<file path="config.mk">
export PLATFORM = sky130hd
export DESIGN_NAME = stream_demux
export DESIGN_NICKNAME = d
export VERILOG_FILES = /design/src/rtl/demux_pkg.sv /design/src/rtl/demux_onehot_dec.sv /design/src/rtl/stream_demux.sv
export SDC_FILE = /design/constraint.sdc
export NUM_CORES = 1
export LEC_CHECK = 0
export CORE_MARGIN = 8
export CORE_UTILIZATION = 26
export CTS_BUF_LIST = sky130_fd_sc_hd__clkbuf_4 sky130_fd_sc_hd__clkbuf_8 sky130_fd_sc_hd__clkbuf_16
export CTS_CLUSTER_DIAMETER = 30
export DETAILED_ROUTE_END_ITERATION = 6
export GPL_ROUTABILITY_DRIVEN = 0
export PLACE_DENSITY = 0.69
export RECOVER_POWER = 100
export SLEW_MARGIN = 15
export SYNTH_ARGS = -nofsm -noshare
export SYNTH_HDL_FRONTEND = slang
export SYNTH_SLANG_ARGS = --single-unit
</file>
<file path="constraint.sdc">
create_clock -name clk -period 2.08 [get_ports clk]
set_clock_uncertainty 0.1 [all_clocks]
set_input_delay 0.416 -clock clk [delete_from_list [all_inputs] [get_ports clk]]
set_output_delay 0.416 -clock clk [all_outputs]
set_load 0.005 [all_outputs]
</file>
<file path="src/rtl/demux_pkg.sv">
// Shared types and helpers for the stream demultiplexer.
// Latency: none (declarations only).
// Backpressure: not applicable.
package demux_pkg;

  // Upper bound on the number of output channels the demux supports.
  localparam int MAX_OUT = 16;

  // Packet routing state: IDLE takes the route from in_sel, PKT holds it.
  typedef enum logic {
    IDLE = 1'b0,
    PKT  = 1'b1
  } state_t;

  // Smallest r with 2**r >= n; used to size the select field.
  function automatic int clog2(input int n);
    int r;
    r = 0;
    for (int i = 0; i < 31; i++) begin
      if ((1 << i) < n) r = i + 1;
    end
    return r;
  endfunction

endpackage

</file>
<file path="src/rtl/demux_onehot_dec.sv">
// Binary select to one-hot channel decode with a range flag.
// Latency: combinational.
// Backpressure: not applicable.
module demux_onehot_dec #(
  parameter int N_OUT = 8,
  parameter int SEL_W = 3
) (
  input  logic [SEL_W-1:0] sel,
  output logic [N_OUT-1:0] onehot,
  output logic             in_range
);

  // One bit per existing channel; a select past the last channel sets none.
  always_comb begin
    onehot = '0;
    for (int k = 0; k < N_OUT; k++) begin
      onehot[k] = (sel == SEL_W'(k));
    end
  end

  assign in_range = |onehot;

endmodule

</file>
<file path="src/rtl/stream_demux.sv">
// 1-to-N valid/ready stream demux with optional per-packet route locking.
// Latency: an accepted beat appears on its channel one clock later.
// Backpressure: single holding register; a stalled channel stalls the input.
module stream_demux
  import demux_pkg::*;
#(
  parameter  int WIDTH    = 8,
  parameter  int N_OUT    = 8,
  parameter  int LOCK_PKT = 1,
  localparam int SEL_W    = clog2(N_OUT)
) (
  input  logic                   clk,
  input  logic                   rst_n,
  input  logic [WIDTH-1:0]       in_data,
  input  logic [SEL_W-1:0]       in_sel,
  input  logic                   in_last,
  input  logic                   in_valid,
  output logic                   in_ready,
  output logic [N_OUT*WIDTH-1:0] out_data,
  output logic [N_OUT-1:0]       out_last,
  output logic [N_OUT-1:0]       out_valid,
  input  logic [N_OUT-1:0]       out_ready,
  output logic                   err_sel,
  output logic                   busy
);

  // Holding register; the destination is kept already decoded to one-hot
  // so the output valids and the stall check need no further decode.
  logic [WIDTH-1:0] hold_data;
  logic             hold_last;
  logic [N_OUT-1:0] hold_dest;
  logic             hold_full;

  state_t           state, state_nxt;
  logic [SEL_W-1:0] locked_sel, locked_sel_nxt;

  logic [SEL_W-1:0] route;
  logic [N_OUT-1:0] route_hot;
  logic             route_ok;
  logic             accept;
  logic             drain;

  // Inside a packet the latched route wins; in_sel is ignored.
  assign route = (state == PKT) ? locked_sel : in_sel;

  demux_onehot_dec #(
    .N_OUT (N_OUT),
    .SEL_W (SEL_W)
  ) u_route_dec (
    .sel      (route),
    .onehot   (route_hot),
    .in_range (route_ok)
  );

  // The register is free when empty or when its beat leaves this cycle.
  assign drain    = hold_full && (|(out_ready & hold_dest));
  assign in_ready = !hold_full || (|(out_ready & hold_dest));
  assign accept   = in_valid && in_ready;
  assign busy     = (state == PKT);

  assign out_valid = hold_full ? hold_dest : '0;

  // Only the addressed channel carries data; every other channel reads zero.
  always_comb begin
    out_data = '0;
    out_last = '0;
    for (int k = 0; k < N_OUT; k++) begin
      if (out_valid[k]) begin
        out_data[k*WIDTH +: WIDTH] = hold_data;
        out_last[k]                = hold_last;
      end
    end
  end

  // Route-lock FSM: latch the select on a packet's first beat, release on last.
  always_comb begin
    state_nxt      = state;
    locked_sel_nxt = locked_sel;
    case (state)
      IDLE: begin
        if ((LOCK_PKT != 0) && accept && !in_last) begin
          state_nxt      = PKT;
          locked_sel_nxt = in_sel;
        end
      end
      PKT: begin
        if (accept && in_last) state_nxt = IDLE;
      end
      default: state_nxt = IDLE;
    endcase
  end

  // FSM state and latched route.
  always_ff @(posedge clk or negedge rst_n) begin
    if (!rst_n) begin
      state      <= IDLE;
      locked_sel <= '0;
    end else begin
      state      <= state_nxt;
      locked_sel <= locked_sel_nxt;
    end
  end

  // Holding register: load in-range beats, empty on drain, flag dropped beats.
  always_ff @(posedge clk or negedge rst_n) begin
    if (!rst_n) begin
      hold_data <= '0;
      hold_last <= 1'b0;
      hold_dest <= '0;
      hold_full <= 1'b0;
      err_sel   <= 1'b0;
    end else begin
      if (accept && route_ok) begin
        hold_data <= in_data;
        hold_last <= in_last;
        hold_dest <= route_hot;
        hold_full <= 1'b1;
      end else if (drain) begin
        hold_full <= 1'b0;
      end
      err_sel <= accept && !route_ok;
    end
  end

endmodule

</file>
==> flow_metrics.py, run 1 <==
metrics = {
    "power_and_ir_drop": {
        "power.leakage_nw": 1.93,
        "peakVddDrop_mv": 0.455,
        "totalPowerFinal_mw": 3.49,
        "p_per_area_nw_per_um2": 1170,
    },
    "synth": {
        "synth_top_family_by_area": "simple AND/OR/NAND/NOR gates",
        "yosysSeqAreaShare_pct": 35.1,
        "synth_area_um2": 1640,
        "yosysTopAreaCellShare_pct": 35.1,
        "synth_cell_type_count": 24,
        "synth_flop_cell": "dfrtp_1",
        "synth.top_cells.by_area": "dfrtp_1, and3_1, mux2_4, mux2_2, clkbuf_1",
        "yosys.area_share.simple_pct": 36.2,
        "avgSynthCellArea_um2": 9.20,
        "synth-adder-area-share_pct": 0,
        "yosys.cell_count.top_type": "and3_1",
        "ys_seq_elements": 23,
        "synth_area_leader_cell": "dfrtp_1",
        "synth_warnings": 0,
        "synth-xor-area-share_pct": 0,
        "synthMuxAreaShare_pct": 17.6,
        "synth_common_cells": "and3_1, dfrtp_1, clkbuf_1, mux2_2, nor2_1",
        "synth_cells": 178,
        "synth_edf_count": 0,
        "syn-num-nets": 201,
        "async_flop_share_pct": 100,
        "synth_compound_area_share_pct": 4.66,
    },
    "outcome": {
        "status": "complete, no violations",
    },
    "detailed_routing": {
        "ant_nets": 0,
        "routed_via_density": 4.89,
        "firstDrtPassIters": 4,
        "first_iter_violations": 46,
        "drc": 0,
        "wl_per_cell_um": 18.1,
        "via_count": 1788,
        "routed_wl_um": 6620,
    },
    "critical_path": {
        "required_ns": 1.56,
        "worst_setup_path_start_kind": "input pin",
        "path_class": "input pin to output port",
        "crit_path_end_kind": "output port",
        "crit_arrival_ns": 1.48,
        "r2r_slack_ns": 0.21,
        "cp_max_fo": 2,
    },
    "sta": {
        "fin_hold_ws_ns": 0.437,
        "rsz0062_at_grt": "false",
        "setup-violations-final": 0,
        "drv_slew": 0,
        "max_freq_ghz": 0.500,
        "hold_viol": 0,
        "fin_crit_sh_pct": 96.2,
        "period_minus_slack_ns": 2.00,
    },
    "clock_network": {
        "cts_tree": "done",
        "clk-insertion-delay-late_ns": 0.26,
        "clk_pin_slew_ns": 0.08,
        "h-tree-depth": 1,
        "postCtsHoldBufs": 0,
        "cts_buffers": 3,
        "clock_path_buffers": 2,
        "root_buffer": "clkbuf_8",
        "cts_sinks": 23,
    },
    "placement": {
        "dp_hpwl_um": 4810,
        "port_buffers": 105,
    },
    "floorplanning": {
        "die_x_um": 95.4,
        "io_pins": 106,
        "coreArea_um2": 6200,
        "dieHeight_um": 95.4,
        "start_util_pct": 26.4,
        "die-area_um2": 9100,
        "num_rows": 29,
    },
    "global_route": {
        "grt_max_degree": 61,
        "overflow": 0,
        "grt_antenna_before_repair": 0,
        "grt_pass1_vias": 1688,
        "grt_pass1_wl_um": 9110,
        "grt.total_usage_pct": 12.8,
    },
    "layout": {
        "final_util_pct": 48.0,
        "nets": 313,
        "area_growth_pct": 81.7,
        "antenna_cells": 0,
        "layout-drive-gt1-share_pct": 15.2,
    },
    "hold_path": {
        "holdCritPathClass": "register to register",
    },
    "flow_run": {
        "drv_cap": 0,
    },
}
critical path, cell delays in order:
cell and delay (ns):
clkdlybuf4s50_1 0.41, a22oi_2 0.13, nand4_2 0.14, or2_4 0.25, buf_2 0.13
cells in the final DEF, fill, tap and decap left out, types with 2 or more instances in the layout:
master / n
buf_12: 2
dfrtp_1: 22
mux2i_1: 3
and3_1: 73
clkbuf_8: 3
mux2_4: 3
dlygate4sd3_1: 2
inv_1: 3
mux2_1: 6
clkdlybuf4s50_1: 20
dlymetal6s2s_1: 21
and2_1: 7
clkbuf_4: 4
dlygate4sd2_1: 26
mux2_2: 11
buf_4: 10
nand2_1: 4
clkdlybuf4s25_1: 35
a22oi_2: 2
clkbuf_16: 3
nor2_1: 11
metal layers:
metal,track usage [%],vias up,share of wire [%]
li1,-,857,-
met1,16.0,858,42
met2,21.6,69,48
met3,2.83,4,9.0
met4,3.33,0,0.68
met5,0,-,0
cells by family (layout without fill, tap and decap cells):
logic type             after synthesis  in the layout
AND/OR/NAND/NOR                    100            100
multiplexers                        23             23
flip-flops                          23             23
buffers and inverters               22            133
AO/OA/AOI/OAI                        9              9
other                                1              1
repair_timing:
item	in CTS	in global routing
buffers inserted	1	2
setup endpoints to repair	81	55
gates cloned	0	3
resized for setup	35	57
pin swaps	4	4
power by group:
part / switching (mW) / internal, mW
Clock: 0.138 / 0.150
Combinational: 0.942 / 1.29
Sequential: 0.325 / 0.646
state kept, by name, summed over array words and instances (netlist names), named ones only:
| name | count |
|---|---|
| err_sel | 1 |
| hold_data | 8 |
| hold_full | 1 |
| hold_last | 1 |
| locked_sel | 3 |
| hold_dest | 8 |
metrics by stage:
step | instance area [µm²] | setup WS [ns] | TNS [ns] | instances
after global routing | 2980 | 0.00421 | 0 | 366
after floorplan | 1640 | 0.331 | 0 | 178
after global placement | 2830 | -0.392 | -3.52 | 356
final | 2980 | 0.0793 | 0 | 366
after detailed placement | 2830 | -0.394 | -3.86 | 356
after CTS | 2870 | -0.0367 | -0.247 | 361
area by class of cell:
| cell class | count | area [µm²] |
|---|---|---|
| Fill cell | 614 | 3230 |
| Timing Repair Buffer | 126 | 1300 |
| Multi-Input combinational cell | 133 | 941 |
| Sequential cell | 23 | 577 |
| Tap cell | 77 | 96.3 |
| Clock buffer | 4 | 48.8 |
| Inverter | 3 | 11.3 |
final timing paths:
path | startpoint | to | depth (start not counted)
hold reg to reg | locked_sel[0]$_DFFE_PN0P_ | locked_sel[0]$_DFFE_PN0P_ | 1
min in group asynchronous | rst_n | async pin | 2
setup reg to reg | hold_full$_DFFE_PN0P_ | hold_data[4]$_DFFE_PN0P_ | 7
max in group asynchronous | rst_n | hold_full$_DFFE_PN0P_ | 2
hold / removal | locked_sel[0]$_DFFE_PN0P_ | locked_sel[0]$_DFFE_PN0P_ | 1
setup / recovery | out_ready[5] | in_ready | 5
Note: power is estimated with default switching activity, not from simulation.
==> run 2, diff against run 1 <==
Settings changed: CORE_UTILIZATION 26 to 37, PLACE_DENSITY 0.69 to 0.9.
==> run 2 against run 1 <==
  * The flow now finishes with violations (negative setup slack)
  * Clock power rose by 5%
  * Final area rose by 3.0%
  * Final cell count fell by 4.4%
  * Via count rose by 6.0%
  * Die area fell by 25%
  * Hold slack improved by 0.035 ns
  * Worst setup slack got worse by 0.11 ns
  * Combinational power rose by 22%
  * Sequential cell count did not move
  * Critical path depth fell by 2
  * Global-route usage rose by 6.2 points
  * Power rose by 14%
  * Highest routed layer unchanged
==> flow_metrics.py, run 2 (synthesized netlist as in run 1, its figures left out) <==
metrics = {
    "outcome": {
        "status": "finished with violations",
        "violations": "negative setup slack",
    },
    "layout": {
        "final_util_pct": 70.9,
        "multi_input_area_um2": 981,
        "top_regs": "hold_data (8), hold_dest (8), locked_sel (3)",
        "final_area_um2": 3070,
        "antenna_cells": 0,
        "nets": 322,
        "n_fill_cell": 332,
        "area_growth_pct": 87.2,
        "ff_latch_area_um2": 577,
        "layout-drive-gt1-share_pct": 20.1,
        "layout_commonest_cell": "and3_1",
        "layoutNonFillerInstCount": 350,
        "final_cell_mix": "and3_1, dlygate4sd2_1, clkdlybuf4s50_1, dfrtp_1, buf_4",
    },
    "sta": {
        "fin_ws_ns": -0.0355,
        "drv_slew": 0,
        "hold_viol": 0,
        "fin_crit_sh_pct": 102,
        "tightest_slew_ns": 1.31,
        "slew_headroom_pct": 12.6,
        "setup-violations-final": 11,
        "max_freq_ghz": 0.473,
        "fin_hold_ws_ns": 0.472,
        "rsz0062_at_grt": "true",
        "tns_ns": -0.264,
        "period_minus_slack_ns": 2.12,
    },
    "critical_path": {
        "cp_max_fo": 20,
        "crit_arrival_ns": 1.60,
        "path_class": "register to output port",
        "max_stage_delay_ns": 0.50,
        "crit_path_end_kind": "output port",
        "cp_slowest_cell": "clkdlybuf4s50_1",
        "worst_setup_path_start_kind": "register",
        "r2r_cells": 8,
        "required_ns": 1.56,
        "cp_cell_sequence": "bufbuf_16 > and3_1 > clkdlybuf4s50_1",
    },
    "flow_run": {
        "drv_cap": 0,
    },
    "detailed_routing": {
        "wl_per_cell_um": 20.0,
        "routed_via_density": 5.42,
        "routed_wl_um": 7000,
        "drc": 0,
        "ant_nets": 0,
        "first_iter_violations": 71,
        "firstDrtPassIters": 4,
        "via_count": 1896,
    },
    "floorplanning": {
        "num_rows": 24,
        "coreArea_um2": 4320,
        "io_pins": 106,
        "start_util_pct": 37.9,
        "die-area_um2": 6810,
        "die_x_um": 82.5,
        "dieHeight_um": 82.5,
    },
    "placement": {
        "dpl_cell_area_um2": 2800,
        "dp_hpwl_um": 4710,
        "port_buffers": 105,
        "post-place-cells": 330,
    },
    "global_route": {
        "grt.total_usage_pct": 19.0,
        "grt_pass1_vias": 1868,
        "overflow": 0,
        "grt_max_degree": 41,
        "grt_antenna_before_repair": 0,
        "grt_pass1_wl_um": 9940,
    },
    "clock_network": {
        "cts_sinks": 23,
        "cts_buffers": 3,
        "h-tree-depth": 1,
        "clock_path_buffers": 2,
        "clk-insertion-delay-late_ns": 0.27,
        "clk_pin_slew_ns": 0.08,
        "postCtsHoldBufs": 0,
        "root_buffer": "clkbuf_8",
        "cts_tree": "done",
    },
    "hold_path": {
        "min_delay_path_depth": 1,
        "holdCritPathClass": "register to register",
    },
    "power_and_ir_drop": {
        "p_per_area_nw_per_um2": 1300,
        "peakVddDrop_mv": 0.563,
        "power.leakage_nw": 2.07,
    },
}
==> run 2: cell count changes in the layout (fill, tap and decap cells not counted), sizes merged, moves of 6 or more <==
cell and change:
clkdlybuf4s25 -35, dlymetal6s2s -8, buf +14, dlygate4sd2 +34, clkbuf -6, clkdlybuf4s50 +9
==> run 2: path summary, 6_finish.rpt <==
check,start,to,slack [ns]
worst max-delay path,hold_full$_DFFE_PN0P_,out_data[7],-0.04
worst min-delay path,locked_sel[0]$_DFFE_PN0P_,locked_sel[0]$_DFFE_PN0P_,0.47
worst max register to register,hold_dest[5]$_DFFE_PN0P_,hold_data[3]$_DFFE_PN0P_,0.07
worst min register to register,locked_sel[0]$_DFFE_PN0P_,locked_sel[0]$_DFFE_PN0P_,0.47
max in group asynchronous,rst_n,hold_full$_DFFE_PN0P_,0.24
min in group asynchronous,rst_n,locked_sel[0]$_DFFE_PN0P_,0.78
==> run 2: per-stage QoR <==
stage	worst slack (ns)	power (mW)
floorplan	0.331	2.01
global placement	-0.430	3.15
detailed placement	-0.423	3.22
CTS	-0.0728	3.92
global route	-0.0859	4.21
finish	-0.0355	3.98
==> run 2: metal layers <==
layer  GRT usage (%)  wire [µm]
met1            20.6       2530
met3            4.98        785
met5               0          0
met4            4.83         57
met2            35.6       3630
==> run 2: worst max-delay path: cells and delay by family (launching register included) <==
kind                   cells  cell delay (ns)
buffers and inverters      2             0.78
flip-flops                 1             0.39
AND/OR/NAND/NOR            1             0.15
==> run 2: where the power goes <==
group	total, mW	switching [mW]	internal, mW
combinational	2.71	1.09	1.63
clock	0.301	0.151	0.150
sequential	0.969	0.323	0.646
total	3.98	1.56	2.42
==> run 2: layout make-up <==
type	count	area share [%]
repair buffers	135	45.1
multi-input cells	133	32.0
well taps	52	2.12
clock buffers	4	1.59
flip-flops and latches	23	18.8
inverters	3	0.367
==> run 2: what timing repair did <==
action                                  4_1_cts  5_1_grt
gates resized for setup                      80       16
gates cloned                                  4        1
setup buffers                                12        3
endpoints found under the setup margin       81       33
pin swaps                                     5        5
==> run 3, diff against run 2 <==
Settings changed: GPL_TIMING_DRIVEN set to 1.
==> results of run 3 <==
No change in the layout: final DEF, timing and power equal those of run 2.
